`config.mk`:
```
export PLATFORM = sky130hd
export DESIGN_NAME = rtype_encoder
export DESIGN_NICKNAME = d
export VERILOG_FILES = /design/src/rtl/rtype_encoder.sv
export SDC_FILE = /design/constraint.sdc
export NUM_CORES = 1
export LEC_CHECK = 0
export CORE_UTILIZATION = 48
export CTS_BUF_LIST = sky130_fd_sc_hd__clkbuf_4 sky130_fd_sc_hd__clkbuf_8 sky130_fd_sc_hd__clkbuf_16
export CTS_CLUSTER_SIZE = 25
export DETAILED_ROUTE_END_ITERATION = 10
export PLACE_DENSITY = 0.76
export RECOVER_POWER = 50
export SLEW_MARGIN = 20
export SYNTH_ARGS = -nofsm -noshare
export SYNTH_HDL_FRONTEND = slang
export SYNTH_SLANG_ARGS = --single-unit
```
`constraint.sdc`:
```
create_clock -name clk -period 2.4 [get_ports clk]
set_input_delay 0.72 -clock clk [delete_from_list [all_inputs] [get_ports clk]]
set_output_delay 0.72 -clock clk [all_outputs]
set_load 0.005 [all_outputs]
```
`src/rtl/rtype_encoder.sv`:
```
// rtype_encoder: maps an ALU control code plus register fields onto a MIPS
// R-type instruction word and buffers up to four words in a small FIFO.
// Illegal control codes are rejected with a one-cycle err pulse.
module rtype_encoder (
  input  logic        clk,
  input  logic        reset,
  input  logic        in_valid,
  output logic        in_ready,
  input  logic [3:0]  alu_cntl,
  input  logic [4:0]  rs,
  input  logic [4:0]  rt,
  input  logic [4:0]  rd,
  output logic        out_valid,
  input  logic        out_ready,
  output logic [31:0] instr,
  output logic        err,
  output logic [7:0]  accept_cnt,
  output logic [7:0]  illegal_cnt
);

  logic [31:0] mem [4];
  logic [1:0]  wptr;
  logic [1:0]  rptr;
  logic [2:0]  count;
  logic [5:0]  funct;
  logic        legal;
  logic        take;
  logic        wr;
  logic        pop;

  // Decode the ALU control code into a funct field and a legality flag.
  always_comb begin
    funct = '0;
    legal = 1'b1;
    case (alu_cntl)
      4'b1010: funct = 6'h20;
      4'b0010: funct = 6'h21;
      4'b1110: funct = 6'h22;
      4'b0110: funct = 6'h23;
      4'b0000: funct = 6'h24;
      4'b0001: funct = 6'h25;
      4'b0011: funct = 6'h26;
      4'b1100: funct = 6'h27;
      4'b1101: funct = 6'h2A;
      4'b1111: funct = 6'h2B;
      default: legal = 1'b0;
    endcase
  end

  // in_ready depends only on registered occupancy, never on out_ready.
  assign in_ready  = (count < 3'd4);
  assign out_valid = (count != 3'd0);
  assign instr     = out_valid ? mem[rptr] : '0;

  assign take = in_valid && in_ready;
  assign wr   = take && legal;
  assign pop  = out_valid && out_ready;

  // FIFO storage; contents are not cleared by reset.
  always_ff @(posedge clk) begin
    if (!reset && wr)
      mem[wptr] <= {6'b000000, rs, rt, rd, 5'b00000, funct};
  end

  // Pointers, occupancy, error pulse and saturating statistics.
  always_ff @(posedge clk) begin
    if (reset) begin
      wptr        <= '0;
      rptr        <= '0;
      count       <= '0;
      err         <= 1'b0;
      accept_cnt  <= '0;
      illegal_cnt <= '0;
    end else begin
      err <= take && !legal;
      if (wr)
        wptr <= wptr + 2'd1;
      if (pop)
        rptr <= rptr + 2'd1;
      case ({wr, pop})
        2'b10:   count <= count + 3'd1;
        2'b01:   count <= count - 3'd1;
        default: count <= count;
      endcase
      if (wr && accept_cnt != '1)
        accept_cnt <= accept_cnt + 8'd1;
      if (take && !legal && illegal_cnt != '1)
        illegal_cnt <= illegal_cnt + 8'd1;
    end
  end

endmodule

```
# After elaboration in Yosys (flattened, before gate mapping)

Memory sizes are Yosys's and may differ from the RTL's. A register that Yosys moved wholly into a read port is not among the register bits.
Cells that the tools add are included.

Flip-flop bits (word level): 24
Memory bits (writable): 84
Input port bits: 23
Memories: 1

Memories:

| memory | words | bits a word | read ports | clocked after Yosys merged registers in | wr ports | line | RTL |
|---|---|---|---|---|---|---|---|
| mem    | 4     | 21          | 1          | 1                                       | 1        | 21   | `logic [31:0] mem [4];` |

Add/sub/neg operators: 6
Order comparisons: 1
Equal/unequal tests: 13
Mux-type cells: 8
Reductions and logical operators: 13

Operator list:

| operator                                                            | count |
|---|---|
| 6-bit one-hot mux with 10 select lines                              | 1 |
| 32-bit 2-to-1 mux                                                   | 1 |
| 4-bit == test (second input constant)                               | 5 |
| 8-bit by 1-bit adder with 8-bit output (second input constant)      | 2 |
| 8-bit inequality test (second input constant)                       | 2 |
| 10-bit OR reduction                                                 | 1 |
| 4-bit by 2-bit == test with 1-bit output (second input constant)    | 2 |
| 1-bit logical AND                                                   | 7 |
| 3-bit one-hot mux with 2 select lines                               | 1 |
| 2-bit by 1-bit adder with 2-bit output (second input constant)      | 2 |
| 4-bit by 1-bit == test with 1-bit output (second input constant)    | 1 |
| 4-bit by 3-bit == test with 1-bit output (second input constant)    | 1 |
| 4-bit zero test                                                     | 1 |
| 2-bit 2-to-1 mux                                                    | 2 |
| 3-bit by 1-bit adder with 3-bit output (second input constant)      | 1 |
| 3-bit less-than comparator (second input constant)                  | 1 |
| 1-bit 2-to-1 mux                                                    | 3 |
| 3-bit nonzero test                                                  | 1 |
| 3-bit by 1-bit subtractor with 3-bit output (second input constant) | 1 |
| 2-bit by 1-bit == test with 1-bit output (second input constant)    | 1 |
| 2-bit == test (second input constant)                               | 1 |
| 1-bit zero test                                                     | 2 |
| 2-bit nonzero test                                                  | 1 |

# Logic depth before layout (Yosys ltp)

Word-level depth: 7
Gate-level depth with buffers: 10
Mapped depth without buffers: 9

# Least setup slack after synthesis

OpenSTA, ideal clock, no wires.

Path kind: input to register
From: input alu_cntl[0]
To: register count[2]
Arrival: 2.429 ns
Path slack: -0.100 ns
Stages on the path: 10
Buffers on the path: 1
Cell sequence: buf_4 > nand2b_1 > a21oi_2 > inv_1 > ha_1 > inv_1 > fa_1 > xor2_1 > or3_1 > a21oi_1

Word-level cells in the longest chain between the ends: 6
Elaborated cells between the ends (all ways): 17
Classes of those cells: eq/ne (11); mux (2); reduce/logical (4)

RTL lines:

| item                                                                               | line | RTL |
|---|---|---|
| start, declared                                                                    | 9    | `input logic [3:0] alu_cntl,` |
| 4-bit == test (tied with other cells)                                              | 35   | `case (alu_cntl)` |
| 10-bit OR reduction (no line) *                                                    | n/a  |  |
| 1-bit 2-to-1 mux *                                                                 | 35   |  |
| 1-bit logical AND *                                                                | 56   | `assign wr = take && legal;` |
| 2-bit by 1-bit == test with 1-bit output / 2-bit == test (equally long branches)   | 80   | `case ({wr, pop})` |
| 3-bit one-hot mux with 2 select lines / 2-bit nonzero test (equally long branches) | n/a  |  |
| end signal, assigned                                                               | 81   | `2'b10: count <= count + 3'd1;` |
| end signal, assigned                                                               | 82   | `2'b01: count <= count - 3'd1;` |
| end signal, assigned                                                               | 83   | `default: count <= count;` |
| end, declared                                                                      | 24   | `logic [2:0] count;` |

Mark *: on every way between the ends. The rest lies on a longest branch, timed or not.
A chain may end at the register's enable or synchronous reset.

# Worst setup path in the final report

From: input alu_cntl[0]
To: register illegal_cnt[4]

Word-level cells in the longest chain between the ends: 6
Elaborated cells between the ends (all ways): 15
Classes of those cells: eq/ne (9); mux (1); reduce/logical (5)

RTL lines:

| item                                  | line | RTL |
|---|---|---|
| 4-bit == test (tied with other cells) | 35   |  |
| 10-bit OR reduction (no line) *       | n/a  |  |
| 1-bit 2-to-1 mux *                    | 35   |  |
| 1-bit zero test *                     | 87   | `if (take && !legal && illegal_cnt != '1)` |
| 1-bit logical AND * (2 in series)     | 87   |  |
| end signal, assigned                  | 88   | `illegal_cnt <= illegal_cnt + 8'd1;` |
| end, declared                         | 18   | `output logic [7:0] illegal_cnt` |

Marked as above.

==> impl_metrics.tcl <==
set metrics [dict create \
    slew_violations 0 \
    ys_seq_area_frac 0.645 \
    grt-ovfl-total 0 \
    clk_path_buf_depth 2 \
    avgSynthCellArea_sq_um 14.8 \
    period_share 1.02 \
    p_sw_frac 0.273 \
    p_leak_uw 0.00210 \
    wl_um 8580 \
    vdd_drop_max_mv 0.438 \
    cap_viol_max_count 0 \
    cp_max_fo 7 \
    pwr-share-comb 0.390 \
    power_uw 5160 \
    required_ns 2.69 \
    drt-wirelength-per-cell_um 16.3 \
    reg2regPathDepth 9 \
    r2r-start "count[2]" \
    tritoncts "yes" \
    drc 0 \
    drtPass1Iterations 4 \
    muxShareOfSynthArea 0.111 \
    root_buffer "clkbuf_8" \
    vias_per_cell 5.35 \
    power_density_nw_per_um2 887 \
    groute.usage.overall 0.190 \
    fp.dieW_um 99.1 \
    holdBufCountCts 0 \
    fin_setup_tns_ns -0.606 \
    synth_compound_area_frac 0.0459 \
    finalHoldViolCount 0 \
    hold_path_depth 2 \
    detail-route-antenna-nets 0 \
    fin_nets 440 \
    rsz0062_at_grt "yes" \
    min_period_ns 2.46 \
    placed_cell_area_sq_um 5520 \
    arrival_ns 2.75 \
    setup_violations 22 \
    async_flop_share 0 \
    intPower_uw 3750 \
    worstSetupPathType "primary input to register" \
    placed_cells_incl_taps 498 \
    htreeDepth 3 \
    synth-edff-count 80 \
    fillers 705 \
    post-synth-top-area-cell "edfxtp_1" \
    synth_common_cells "edfxtp_1 (80), and2_1 (26), dfxtp_1 (26)" \
    cts_buffers 9 \
    stdcell_area_sq_um 5820 \
    synth-main-ff-cell "edfxtp_1" \
    syn_to_final_growth_pct 28.5 \
    cpMaxStageDelayCell "dlygate4sd3_1" \
    grt_max_degree 29 \
    synthSimpleGateAreaFrac 0.117 \
    path_clk_slew_ns 0.10 \
    antenna_cells 0 \
    min_from "wptr[1]" \
    switchingPower_uw 1410 \
    fmax_mhz 407 \
    clockPowerShare 0.194 \
    netlist_area_sq_um 4530 \
    rrSetupSlack_ns 0.05 \
    startpoint_type "primary input" \
    hold_path_end "wptr[1]" \
    status "complete, but fails checks" \
    synth_top_family_by_area "simple AND/OR/NAND/NOR gates" \
    synth_xor_area_frac 0.0135 \
    dp_slack_ns -0.478 \
    r2r-end "count[2]" \
    io_pins 74 \
    p_seq_frac 0.416 \
    drt_iter0_drc 86 \
    hold_class "register to register" \
    synthTopCellsByArea "edfxtp_1 (53%), dfxtp_1 (11%), mux4_2 (9.9%), and2_1 (3.6%), buf_4 (2.2%)" \
    fin_skew_ns 0.0169 \
    start_util 0.492 \
    syn_inst 306 \
    grt_pass1_vias 2855 \
    drive_above_1_share 0.297 \
    antenna_found_initial 0 \
    synth-seq-cells 106 \
    yosys_warnings 0 \
    layout_setup_ws_ns -0.0562 \
    synth_top_area_share 0.531 \
    post-dp-hpwl_um 5340 \
    dieArea_sq_um 9830 \
    synthAdderAreaFrac 0.0238 \
    via_count 2807 \
    failed_checks "setup timing" \
    fin_cells 525 \
    core-area_sq_um 9200 \
    num_rows 35 \
    ys_types 44 \
    synth.most_common_cell "edfxtp_1" \
    end_kind "register" \
    grt_pass1_wl_um 14100 \
    clk_latency_ns 0.36 \
    path_cells "dlygate4sd3_1, clkbuf_1, nor2b_4, or3_4, or4_1, a21oi_1" \
    io_buffers 61 \
    place_congestion 0.765 \
    dieHeight_um 99.1 \
    critPathMaxStageDelay_ns 0.54 \
    clkSinkCount 106 \
]
timing repair:
item | 4_1_cts | 5_1_grt
setup endpoints to repair | 22 | 47
pin swaps | 22 | 1
gates cloned | 4 | 0
gates resized for setup | 111 | 5
buffers inserted | 10 | 0
area by class of cell:
cell class / instances / area [sq um] / area share
clock inverters: 6 / 48.8 / 0.00839
well taps: 111 / 139 / 0.0239
flip-flops and latches: 106 / 2930 / 0.504
inverters: 9 / 33.8 / 0.00581
multi-input cells: 179 / 1500 / 0.257
repair buffers: 104 / 1040 / 0.179
clock buffers: 10 / 131 / 0.0226
worst max path at each step:
stage                start  slack (ns)  cells past startpoint        endpoint
2_1_floorplan  alu_cntl[0]       0.006                     10        count[2]
3_3_place_gp   alu_cntl[3]       -0.42                     10        count[2]
3_5_place_dp   alu_cntl[3]       -0.48                     10        count[2]
4_1_cts           register       -0.08                      5       instr[17]
5_1_grt           register       -0.13                      5       instr[17]
6_report       alu_cntl[0]       -0.06                      6  illegal_cnt[4]
per-layer routing:
metal | global-route usage | wire [um] | vias to the layer above
met3 | 0.0443 | 395 | 8
met4 | 0.0600 | 58 | 0
li1 | - | - | 1332
met5 | 0 | 0 | -
met2 | 0.337 | 4370 | 69
met1 | 0.232 | 3750 | 1398
cell families after synthesis:
kind of cell | after synthesis
AOI/OAI and AO/OA | 34
xor gates and xnor gates | 7
adders and majority gates | 8
buffers and inverters | 32
DFF | 106
muxes | 25
other | 1
and+or+nand+nor | 93
critical path: cells and delay by family:
family | cells | cell delay (ns)
AND/OR/NAND/NOR | 3 | 1.00
buffers and inverters | 2 | 0.86
AO/OA/AOI/OAI | 1 | 0.16
through the flow:
stage	hold WS (ns)	utilization
CTS	0.507	0.641
finish	0.498	0.633
global route	0.531	0.633
detailed placement	0.495	0.600
floorplan	0.469	-
global placement	0.480	0.600
flip-flops by register name, summed over array words and instances, names as in the netlist, named ones only:
signal,count
rptr,2
illegal_cnt,8
wptr,2
accept_cnt,8
mem,80
err,1
count,3
power by group through the flow:
| stage | sequential, uW | combinational, uW | clock (uW) |
|---|---|---|---|
| 6_report | 2150 | 2010 | 1000 |
| 3_3_place_gp | 2170 | 1590 | 0 |
| 2_1_floorplan | 2160 | 814 | 0 |
| 4_1_cts | 2150 | 2140 | 1040 |
| 3_5_place_dp | 2180 | 1620 | 0 |
| 5_1_grt | 2160 | 2170 | 1100 |
layout by cell type (no fill, tap or decap), types with 3 or more instances in the layout:
cell,count
mux4_2,20
nor2_1,18
ha_1,6
inv_6,3
nand3_1,7
nand4_1,4
clkbuf_1,7
a21oi_1,14
edfxtp_1,80
and2_1,9
and2_4,12
nor2b_1,4
buf_6,12
nand2b_1,3
or4_1,3
dlygate4sd2_1,3
buf_4,22
dlygate4sd3_1,26
mux2i_1,3
o31ai_1,4
conb_1,12
xor2_1,3
o21ai_0,6
buf_2,10
nor3_1,6
dfxtp_1,23
xnor2_1,3
buf_12,8
a31oi_1,4
clkdlybuf4s50_1,12
and2_2,4
nand2_1,9
inv_1,8
clkbuf_8,9
Note: power is estimated with default switching activity, not from simulation.
